--- src/rtl/lib_arbiter_pkg.sv ---
`default_nettype none
// ============================================================================
//  Module      : lib_arbiter_pkg
//  Description : Shared definitions for the pixel arbitration hierarchy.
//                Defines the address-event word layout (x, y, timestamp,
//                polarity), its total WIDTH, and the default sizing of the
//                event output FIFO.
//  Revision    : 1.0 - initial release
// ============================================================================
package lib_arbiter_pkg;

    // Event word field widths
    localparam int X_W   = 8;
    localparam int Y_W   = 8;
    localparam int TS_W  = 15;
    localparam int POL_W = 1;

    // Total encoded event word width
    localparam int WIDTH = X_W + Y_W + TS_W + POL_W;

    // Output FIFO defaults
    localparam int AER_FIFO_DEPTH = 16;
    localparam int AER_AFULL_TH   = 12;
    localparam int AER_DROP_CNT_W = 16;

    // Event word layout, MSB first: y, x, timestamp, polarity
    typedef struct packed {
        logic [Y_W-1:0]  y;
        logic [X_W-1:0]  x;
        logic [TS_W-1:0] ts;
        logic            pol;
    } aer_event_t;

    // Builds an encoded event word from its fields
    function automatic logic [WIDTH-1:0] aer_pack(
        input logic [Y_W-1:0]  y,
        input logic [X_W-1:0]  x,
        input logic [TS_W-1:0] ts,
        input logic            pol
    );
        aer_event_t ev;
        ev.y   = y;
        ev.x   = x;
        ev.ts  = ts;
        ev.pol = pol;
        return ev;
    endfunction

endpackage : lib_arbiter_pkg
`default_nettype wire

--- src/rtl/aer_event_fifo_if.sv ---
`default_nettype none
// ============================================================================
//  Module      : aer_event_fifo_if
//  Description : Handshake bundle of the AER event FIFO.
//                Write side : evt_valid_i / evt_data_i in, evt_ready_o status.
//                Read side  : out_valid_o / out_data_o out, out_ready_i in.
//                Modport slave is the FIFO; modport master is the
//                producer/consumer environment.
//  Revision    : 1.0 - initial release
// ============================================================================
interface aer_event_fifo_if
    import lib_arbiter_pkg::*;
#(
    parameter int DATA_W = WIDTH
);
    logic              evt_valid_i;
    logic [DATA_W-1:0] evt_data_i;
    logic              evt_ready_o;
    logic              out_valid_o;
    logic [DATA_W-1:0] out_data_o;
    logic              out_ready_i;

    modport slave (
        input  evt_valid_i,
        input  evt_data_i,
        output evt_ready_o,
        output out_valid_o,
        output out_data_o,
        input  out_ready_i
    );

    modport master (
        output evt_valid_i,
        output evt_data_i,
        input  evt_ready_o,
        input  out_valid_o,
        input  out_data_o,
        output out_ready_i
    );

endinterface : aer_event_fifo_if
`default_nettype wire

--- src/rtl/aer_fifo_mem.sv ---
`default_nettype none
// ============================================================================
//  Module      : aer_fifo_mem
//  Description : DEPTH x DATA_W register array storage for the event FIFO.
//                One synchronous write port, one combinational read port.
//                Contents are not reset; the FIFO masks the read data while
//                it is empty.
//  Ports       : clk_i      - clock
//                wr_en_i    - write strobe
//                wr_addr_i  - write address
//                wr_data_i  - write data
//                rd_addr_i  - read address
//                rd_data_o  - read data (combinational)
//  Revision    : 1.0 - initial release
// ============================================================================
module aer_fifo_mem #(
    parameter int DATA_W = 32,
    parameter int DEPTH  = 16
) (
    input  wire logic                     clk_i,
    input  wire logic                     wr_en_i,
    input  wire logic [$clog2(DEPTH)-1:0] wr_addr_i,
    input  wire logic [DATA_W-1:0]        wr_data_i,
    input  wire logic [$clog2(DEPTH)-1:0] rd_addr_i,
    output logic      [DATA_W-1:0]        rd_data_o
);

    logic [DATA_W-1:0] r_mem [DEPTH];

    always_ff @(posedge clk_i) begin
        if (wr_en_i) begin
            r_mem[wr_addr_i] <= wr_data_i;
        end
    end

    assign rd_data_o = r_mem[rd_addr_i];

endmodule : aer_fifo_mem
`default_nettype wire

--- src/rtl/aer_event_fifo.sv ---
`default_nettype none
// ============================================================================
//  Module      : aer_event_fifo
//  Description : First-word-fall-through circular FIFO buffering address
//                events leaving the arbitration hierarchy. The hierarchy
//                cannot be stalled: an event arriving while the FIFO is full
//                (and no read frees a slot in the same cycle) is dropped,
//                counted in a saturating counter and flagged in a sticky
//                overflow bit.
//  Ports       : clk_i         - clock
//                reset_i       - asynchronous active-low reset
//                bus           - event write / readout handshake (slave)
//                almost_full_o - registered level >= AFULL_TH
//                level_o       - registered number of stored entries
//                drop_cnt_o    - saturating dropped-event count
//                overflow_o    - sticky drop flag
//                clr_i         - synchronous clear of drop_cnt_o/overflow_o
//                flush_i       - synchronous empty of the FIFO
//  Revision    : 1.0 - initial release
// ============================================================================
module aer_event_fifo
    import lib_arbiter_pkg::*;
#(
    parameter int DATA_W   = WIDTH,
    parameter int DEPTH    = AER_FIFO_DEPTH,
    parameter int AFULL_TH = AER_AFULL_TH,
    parameter int CNT_W    = AER_DROP_CNT_W
) (
    input  wire logic                   clk_i,
    input  wire logic                   reset_i,
    aer_event_fifo_if.slave             bus,
    output logic                        almost_full_o,
    output logic [$clog2(DEPTH):0]      level_o,
    output logic [CNT_W-1:0]            drop_cnt_o,
    output logic                        overflow_o,
    input  wire logic                   clr_i,
    input  wire logic                   flush_i
);

    localparam int c_PTR_W = $clog2(DEPTH);
    localparam int c_LVL_W = c_PTR_W + 1;

    localparam logic [c_LVL_W-1:0] c_DEPTH_LVL = c_LVL_W'(DEPTH);
    localparam logic [c_LVL_W-1:0] c_AFULL_LVL = c_LVL_W'(AFULL_TH);
    localparam logic [c_PTR_W-1:0] c_PTR_ONE   = c_PTR_W'(1);
    localparam logic [c_LVL_W-1:0] c_LVL_ONE   = c_LVL_W'(1);
    localparam logic [CNT_W-1:0]   c_CNT_ONE   = CNT_W'(1);

    // ------------------------------------------------------------------
    // State
    // ------------------------------------------------------------------
    logic [c_PTR_W-1:0] r_wr_ptr;
    logic [c_PTR_W-1:0] r_rd_ptr;
    logic [c_LVL_W-1:0] r_level;
    logic               r_almost_full;
    logic [CNT_W-1:0]   r_drop_cnt;
    logic               r_overflow;

    // ------------------------------------------------------------------
    // Handshake decode
    // ------------------------------------------------------------------
    logic               w_out_valid;
    logic               w_not_full;
    logic               w_rd;
    logic               w_wr;
    logic               w_drop;
    logic               w_wr_commit;
    logic               w_rd_commit;
    logic [c_LVL_W-1:0] w_level_nxt;
    logic [DATA_W-1:0]  w_mem_rd_data;

    assign w_out_valid = (r_level != '0);
    assign w_not_full  = (r_level != c_DEPTH_LVL);
    assign w_rd        = w_out_valid & bus.out_ready_i;

    // A full FIFO still accepts a word when the head leaves in the same
    // cycle; the incoming word lands in the slot being vacated.
    assign w_wr        = bus.evt_valid_i & (w_not_full | w_rd);
    assign w_drop      = bus.evt_valid_i & ~w_wr;

    // Flush discards any same-cycle transfer; the drop decision above is
    // independent of flush so the statistics stay consistent.
    assign w_wr_commit = w_wr & ~flush_i;
    assign w_rd_commit = w_rd & ~flush_i;

    always_comb begin
        w_level_nxt = r_level;
        if (flush_i) begin
            w_level_nxt = '0;
        end else begin
            case ({w_wr_commit, w_rd_commit})
                2'b10:   w_level_nxt = r_level + c_LVL_ONE;
                2'b01:   w_level_nxt = r_level - c_LVL_ONE;
                default: w_level_nxt = r_level;
            endcase
        end
    end

    // ------------------------------------------------------------------
    // Pointers, level and status registers
    // ------------------------------------------------------------------
    always_ff @(posedge clk_i or negedge reset_i) begin
        if (!reset_i) begin
            r_wr_ptr      <= '0;
            r_rd_ptr      <= '0;
            r_level       <= '0;
            r_almost_full <= 1'b0;
        end else begin
            r_level       <= w_level_nxt;
            r_almost_full <= (w_level_nxt >= c_AFULL_LVL);
            if (flush_i) begin
                r_wr_ptr <= '0;
                r_rd_ptr <= '0;
            end else begin
                // DEPTH is a power of two, so natural wrap is modulo DEPTH
                if (w_wr_commit) begin
                    r_wr_ptr <= r_wr_ptr + c_PTR_ONE;
                end
                if (w_rd_commit) begin
                    r_rd_ptr <= r_rd_ptr + c_PTR_ONE;
                end
            end
        end
    end

    // ------------------------------------------------------------------
    // Drop statistics. A drop coincident with a clear is kept, so the
    // result is a count of one with the flag set.
    // ------------------------------------------------------------------
    always_ff @(posedge clk_i or negedge reset_i) begin
        if (!reset_i) begin
            r_drop_cnt <= '0;
            r_overflow <= 1'b0;
        end else if (clr_i) begin
            r_drop_cnt <= w_drop ? c_CNT_ONE : '0;
            r_overflow <= w_drop;
        end else if (w_drop) begin
            r_overflow <= 1'b1;
            if (r_drop_cnt != '1) begin
                r_drop_cnt <= r_drop_cnt + c_CNT_ONE;
            end
        end
    end

    // ------------------------------------------------------------------
    // Storage
    // ------------------------------------------------------------------
    aer_fifo_mem #(
        .DATA_W (DATA_W),
        .DEPTH  (DEPTH)
    ) u_mem (
        .clk_i     (clk_i),
        .wr_en_i   (w_wr_commit),
        .wr_addr_i (r_wr_ptr),
        .wr_data_i (bus.evt_data_i),
        .rd_addr_i (r_rd_ptr),
        .rd_data_o (w_mem_rd_data)
    );

    // ------------------------------------------------------------------
    // Outputs. Head data is masked while empty so stale memory contents
    // never appear on the bus, including right after reset.
    // ------------------------------------------------------------------
    assign bus.evt_ready_o = w_not_full;
    assign bus.out_valid_o = w_out_valid;
    assign bus.out_data_o  = w_out_valid ? w_mem_rd_data : '0;

    assign almost_full_o   = r_almost_full;
    assign level_o         = r_level;
    assign drop_cnt_o      = r_drop_cnt;
    assign overflow_o      = r_overflow;

endmodule : aer_event_fifo
`default_nettype wire

--- src/flat_wrapper.sv ---
// flat-port wrapper written by rule: the top's interface ports become plain ports
module aer_event_fifo_flat import lib_arbiter_pkg::*;
#(
    parameter int DATA_W   = WIDTH,
    parameter int DEPTH    = AER_FIFO_DEPTH,
    parameter int AFULL_TH = AER_AFULL_TH,
    parameter int CNT_W    = AER_DROP_CNT_W
)
  (clk_i, reset_i, almost_full_o, level_o, drop_cnt_o, overflow_o, clr_i, flush_i, bus_evt_valid_i, bus_evt_data_i, bus_evt_ready_o, bus_out_valid_o, bus_out_data_o, bus_out_ready_i);
  aer_event_fifo_if #(.DATA_W(DATA_W)) bus_i ();
  input  wire logic clk_i;
  input  wire logic reset_i;
  output logic almost_full_o;
  output logic [$clog2(DEPTH):0] level_o;
  output logic [CNT_W-1:0] drop_cnt_o;
  output logic overflow_o;
  input  wire logic clr_i;
  input  wire logic flush_i;
  input wire logic [$bits(bus_i.evt_valid_i)-1:0] bus_evt_valid_i;
  input wire logic [$bits(bus_i.evt_data_i)-1:0] bus_evt_data_i;
  output wire logic [$bits(bus_i.evt_ready_o)-1:0] bus_evt_ready_o;
  output wire logic [$bits(bus_i.out_valid_o)-1:0] bus_out_valid_o;
  output wire logic [$bits(bus_i.out_data_o)-1:0] bus_out_data_o;
  input wire logic [$bits(bus_i.out_ready_i)-1:0] bus_out_ready_i;
  assign bus_i.evt_valid_i = bus_evt_valid_i;
  assign bus_i.evt_data_i = bus_evt_data_i;
  assign bus_evt_ready_o = bus_i.evt_ready_o;
  assign bus_out_valid_o = bus_i.out_valid_o;
  assign bus_out_data_o = bus_i.out_data_o;
  assign bus_i.out_ready_i = bus_out_ready_i;
  aer_event_fifo #(.DATA_W(DATA_W), .DEPTH(DEPTH), .AFULL_TH(AFULL_TH), .CNT_W(CNT_W)) u_core (.clk_i(clk_i), .reset_i(reset_i), .bus(bus_i), .almost_full_o(almost_full_o), .level_o(level_o), .drop_cnt_o(drop_cnt_o), .overflow_o(overflow_o), .clr_i(clr_i), .flush_i(flush_i));
endmodule
--- config.mk ---
export PLATFORM = sky130hd
export DESIGN_NAME = aer_event_fifo_flat
export DESIGN_NICKNAME = d
export VERILOG_FILES = /design/src/rtl/lib_arbiter_pkg.sv /design/src/rtl/aer_event_fifo_if.sv /design/src/rtl/aer_fifo_mem.sv /design/src/rtl/aer_event_fifo.sv /design/src/flat_wrapper.sv
export SDC_FILE = /design/constraint.sdc
export NUM_CORES = 1
export LEC_CHECK = 0
export CORE_MARGIN = 5
export CORE_UTILIZATION = 40
export CTS_CLUSTER_SIZE = 30
export DETAILED_ROUTE_END_ITERATION = 16
export SLEW_MARGIN = 10
export SYNTH_ARGS = -nofsm -noshare
export SYNTH_HDL_FRONTEND = slang
export SYNTH_SLANG_ARGS = --single-unit
--- constraint.sdc ---
create_clock -name clk_i -period 5.25 [get_ports clk_i]
set_input_delay 0.7875 -clock clk_i [delete_from_list [all_inputs] [get_ports clk_i]]
set_output_delay 0.7875 -clock clk_i [all_outputs]
set_load 0.1 [all_outputs]
# Word level (Yosys, flattened, before mapping)
# Memory sizes are Yosys's and may differ from the RTL's.
# Cells that the tools add are included.
# classes
addsub,5
eq_ne,4
n_reduce_logical,6
magnitude_cmp,1
bitwise,8
mux,15
shifts,0
n_div,0
multipliers,0
# op_table
operator,n
$mux W16,3
$mux W32,1
$add A16 B1 Y16 const B,1
$mux W4,4
$ne A16 B16 Y1 const B,1
$pmux W5 S2,1
$add A4 B1 Y4 const B,2
$reduce_bool A2 Y1,4
$add A5 B1 Y5 const B,1
$and A1 B1 Y1,5
$ge A5 B4 Y1 const B,1
$mux W1,5
$mux W5,1
$ne A5 B5 Y1 const B,1
$reduce_bool A5 Y1,1
$sub A5 B1 Y5 const B,1
$eq A2 B1 Y1 const B,1
$eq A2 B2 Y1 const B,1
$not A1 Y1,2
$reduce_and A2 Y1,1
$or A1 B1 Y1,1
# word_totals
latchBits,0
n_memories,1
in_bits,38
out_inout_bits,57
ram_bits,512
register_bits,31
wordCells,46
romBits,0
# memory_table
name,words,width,read_ports,rd_clocked_by_memory_dff,wr,line,text
u_core.u_mem.r_mem,16,32,1,0,1,aer_fifo_mem.sv:28,logic [DATA_W-1:0] r_mem [DEPTH];

# Logic depth before layout (Yosys ltp)
# logic_depth
depth_word,9
mapped_depth,15
ltp_nobuf,12

# Cells and area by module
# Synthesis repeated with hierarchy kept, for this count alone.
# unflattened
hier_cells,1029
hier_area_um2,21184.1
# by_module_without_submodules
mod,area_per_inst_um2,instances,seq_area_each_um2,cells_each
aer_fifo_mem,19213.4,1,15374.7,806
aer_event_fifo,1970.6,1,775.7,223

# Worst setup path before layout
# Ideal clock, no wire load.
# synth_path
kind,register to output
from,"reg u_core.r_level[1], in the netlist u_core.level_o[1]"
to,out bus_out_data_o[23]
path_stages_with_launch,8
t_required_ns,4.463
n_path_buf,3
arrival_ns,5.230
setup_slack_ns,-0.767
path_cell_list,dfrtp_1 > buf_2 > nor4_4 > or2b_1 > clkbuf_1 > clkbuf_1 > o21ai_0 > a211oi_1
# synth_between
elab_chain_cells,2
# synth_lines
element,line,text
from (decl),aer_event_fifo.sv:54,logic [c_LVL_W-1:0] r_level;
from (signal assigned),aer_event_fifo.sv:109,r_level <= w_level_nxt;
$reduce_bool A5 Y1,aer_event_fifo.sv:72,assign w_out_valid = (r_level != '0);
named net bus_out_valid_o,flat_wrapper.sv:22,output wire logic [$bits(bus_i.out_valid_o)-1:0] bus_out_valid_o;
$mux W32,aer_event_fifo.sv:166,assign bus.out_data_o = w_out_valid ? w_mem_rd_data : '0;
to (decl),flat_wrapper.sv:23,output wire logic [$bits(bus_i.out_data_o)-1:0] bus_out_data_o;
# The timed path passes the listed nets, and every way through them passes these cells.

# Worst setup path after layout
# layout_path
from,reg u_core.r_rd_ptr[1]
to,out bus_out_data_o[6]
# layout_between
elab_chain_cells,2
# layout_lines
element,line,text
from (decl),aer_event_fifo.sv:53,logic [c_PTR_W-1:0] r_rd_ptr;
from (signal assigned),aer_event_fifo.sv:120,r_rd_ptr <= r_rd_ptr + c_PTR_ONE;
$mem_v2 Z16 W32,--,
$mux W32,aer_event_fifo.sv:166,
# Every way passes these cells.

==> flow_metrics.py <==
metrics = {
    "worst_setup_path": {
        "critPathMostFrequentCell": "buf_4",
        "critPathKind": "reg -> out",
        "crit_chain": "nand2b_2 -> buf_4 -> buf_4 -> o221ai_1 -> o21ai_0 -> a211oi_1 -> buf_4",
        "worst_setup_path_end_kind": "output pin",
        "crit_arrival_ns": 3.56,
        "slowest_stage": "nand2b_2",
        "rr_startpoint": "u_core.level_o[2]",
        "r2r_cells": 12,
        "reg2reg_slack_ns": 1.41,
        "cpPeakStageDelay_ns": 0.60,
        "cp_max_fo": 29,
        "startpoint_type": "flip-flop",
        "reg2reg_to": "u_core.almost_full_o",
        "required_ns": 4.46,
    },
    "cells_and_area": {
        "drive_gt1_frac": 0.185,
        "synthToLayoutAreaGrowth_pct": 16.5,
        "multi_input_area_mm2": 0.00512,
        "nets": 1325,
        "regArea_mm2": 0.0162,
        "fill_cells": 4569,
    },
    "sta": {
        "maxSlewViolCount": 0,
        "rsz0062_at_grt": "false",
        "setup_viol": 0,
        "worst_slew_pin_slew_ns": 1.12,
        "slew_headroom": 0.251,
        "finClkSkew_ns": 0.0184,
        "setup_ws_ns": 0.902,
        "finalHoldViolCount": 0,
        "fmax_mhz": 230,
        "tns_ns": 0,
        "period_share": 0.828,
        "min_period_ns": 4.35,
    },
    "yosys": {
        "synth.area.top_cells": "edfxtp_1, mux4_2, mux2i_1, dfrtp_1, o21ai_0",
        "synth-simple-area-share": 0.0386,
        "synth.largest_area_cell": "edfxtp_1",
        "synth_top_family_by_area": "multiplexers",
        "syn-num-nets": 1221,
        "netlist_instances": 1174,
        "synth_compound_area_frac": 0.0537,
        "netlist_area_mm2": 0.0216,
        "yosysSeqAreaShare": 0.749,
        "synth_cell_types": 45,
        "yosysWarnings": 0,
        "syn_area_per_cell_um2": 18.4,
        "synth_xor_xnor_area_share": 0.00853,
        "synthMuxAreaShare": 0.128,
        "yosys.area_share.adder": 0.00522,
        "yosysTopAreaCellShare": 0.713,
        "ys_seq_elements": 543,
    },
    "power_and_ir_drop": {
        "clock_power_share": 0.386,
        "p_switching_mw": 2.67,
        "power.density_mw_per_mm2": 407,
        "ir_drop_mv": 0.228,
        "swShare": 0.261,
        "comb_power_share": 0.141,
        "seq_power_share": 0.472,
        "p_leak_nw": 7.76,
        "intPower_mw": 7.56,
    },
    "routing": {
        "vias_per_cell": 5.46,
        "route.antenna.remaining_nets": 0,
        "drt-total-wl_mm": 47.4,
        "num_vias": 11000,
        "drt-initial-drc-count": 743,
        "remaining_drc_errors": 0,
        "firstDrtPassIters": 5,
        "routedWlPerCell_um": 23.5,
    },
    "floorplan": {
        "start_util": 0.402,
        "pin_count": 95,
        "die-area_mm2": 0.0587,
        "core_area_mm2": 0.0536,
        "die_w_um": 242,
        "rows": 85,
        "die_h_um": 242,
    },
    "global_routing": {
        "grt_use_total": 0.161,
        "grt_max_degree": 98,
        "grt_first_pass_wirelength_mm": 72.5,
        "overflow": 0,
        "antenna_found_initial": 2,
        "grt_pass1_vias": 11400,
    },
    "clock_network": {
        "clock_sinks": 543,
        "path_clk_slew_ns": 0.06,
        "cts.root.buffer_cell": "clkbuf_16",
        "post_cts_buffers": 0,
        "cts_resized": 0,
        "cts-hold-fix-buffers": 0,
        "clk_path_buf_depth": 3,
        "cts_tree": "yes",
        "htree_levels": 2,
        "clock_latency_ns": 0.60,
        "numCtsBuffers": 55,
    },
    "job": {
        "maxCapViolations": 0,
    },
    "place": {
        "pre_cts_ws_ns": 1.04,
        "detailed_place_hpwl_mm": 26.3,
        "port_buffers": 94,
        "place.gp.congestion": 0.728,
    },
    "min_path": {
        "worstHoldPathType": "reg -> reg",
        "min_to": "u_core.overflow_o",
        "whs_path_depth": 2,
        "min_from": "u_core.overflow_o",
    },
    "status": {
        "status": "complete, no violations",
    },
}
[area by class of cell]
type / instances / area share
timing repair buffer: 120 / 0.0445
clock inverter: 37 / 0.0161
clock buffer: 64 / 0.0561
multi-input combinational: 550 / 0.204
inverter: 8 / 0.00120
sequential: 543 / 0.643
tap: 696 / 0.0347
antenna: 1 / 0.0000996
[metal layers]
metal / routed length, um / GRT usage / vias up
met1: 20500 / 0.214 / 5725
li1: - / - / 5003
met5: 7 / 0 / -
met2: 24100 / 0.275 / 250
met3: 2110 / 0.0284 / 50
met4: 730 / 0.0408 / 2
[state kept, by name (all words and copies together), names as in the netlist]
register and cells:
u_core.drop_cnt_o 16, u_core.overflow_o 1, u_core.level_o 5, u_core.almost_full_o 1, u_core.r_rd_ptr 4, u_core.u_mem.r_mem 512, u_core.r_wr_ptr 4
[how the worst max path moves through the flow]
stage	startpoint	to	slack, ns
2_1_floorplan	u_core.level_o[1]	bus_out_data_o[23]	0.14
3_5_place_dp	flush_i	u_core.almost_full_o	1.04
5_1_grt	u_core.r_rd_ptr[1]	bus_out_data_o[6]	0.79
3_3_place_gp	flush_i	u_core.almost_full_o	1.19
6_report	u_core.r_rd_ptr[1]	bus_out_data_o[6]	0.90
4_1_cts	u_core.r_rd_ptr[1]	bus_out_data_o[6]	0.87
[synthesized netlist by cell type (all sizes together)]
cell type	number
a31oi	2
dfrtp	31
and2	13
o221ai	32
nor4	9
a211oi	33
nor3	38
inv	8
nor2	34
nor4b	2
a21oi	7
edfxtp	512
nand2b	3
mux4	64
ha	9
nor2b	3
nand4	7
buf	33
or3b	1
mux2	1
o21ai	67
and4	5
nor3b	2
o2111ai	1
and3	2
or3	1
a31o	1
nand3	11
a211o	1
clkbuf	40
o22ai	33
a21boi	1
xnor2	14
a21o	1
or2b	1
mux2i	131
xor2	7
nand2	13
[power by group through the flow]
stage / registers, mW / clock network (mW) / logic [mW]
finish: 4.83 / 3.95 / 1.45
global route: 4.83 / 4.23 / 1.53
CTS: 4.83 / 4.04 / 1.47
detailed placement: 4.92 / 0 / 1.46
global placement: 4.92 / 0 / 1.45
floorplan: 4.91 / 0 / 1.09
[metrics by stage]
stage / instance area (um^2) / cells / hold slack [ns] / util / power, mW
3_3_place_gp: 23300 / 1917 / 0.517 / 0.435 / 6.37
2_1_floorplan: 21600 / 1174 / 0.492 / - / 6.00
5_1_grt: 25100 / 2018 / 0.589 / 0.469 / 10.6
4_1_cts: 25100 / 2018 / 0.526 / 0.469 / 10.3
3_5_place_dp: 23300 / 1917 / 0.515 / 0.435 / 6.39
6_report: 25100 / 2019 / 0.526 / 0.469 / 10.2
[layout by cell type, fill, tap and decap left out, drive strengths merged, types with 9 or more instances in the layout]
master         Yosys  final
edfxtp           512    512
dfrtp             31     31
xnor2             14     14
mux4              64     64
nand3             11     11
clkbuf            40     64
clkinv             0     24
o221ai            32     32
clkdlybuf4s50      0     62
and2              13     13
nor3              38     38
ha                 9      9
o21ai             67     67
o22ai             33     33
inv                8     11
a211oi            33     33
nand2             13     13
nor4               9      9
mux2i            131    131
nor2              34     34
buf               33     58
[worst max-delay path, delay by kind of cell, from the launching register on]
kind	cells	cell delay [ns]
buf+inv	3	1.06
compound gates	3	0.78
simple gates	1	0.60
flops	1	0.48
[cells by family after synthesis]
kind of cell	count (synthesis)
flops	543
compound gates	179
fa+ha+maj	9
buf+inv	81
xor+xnor	21
mux	196
simple gates	145
No activity file was read; power rests on OpenSTA's default activity.
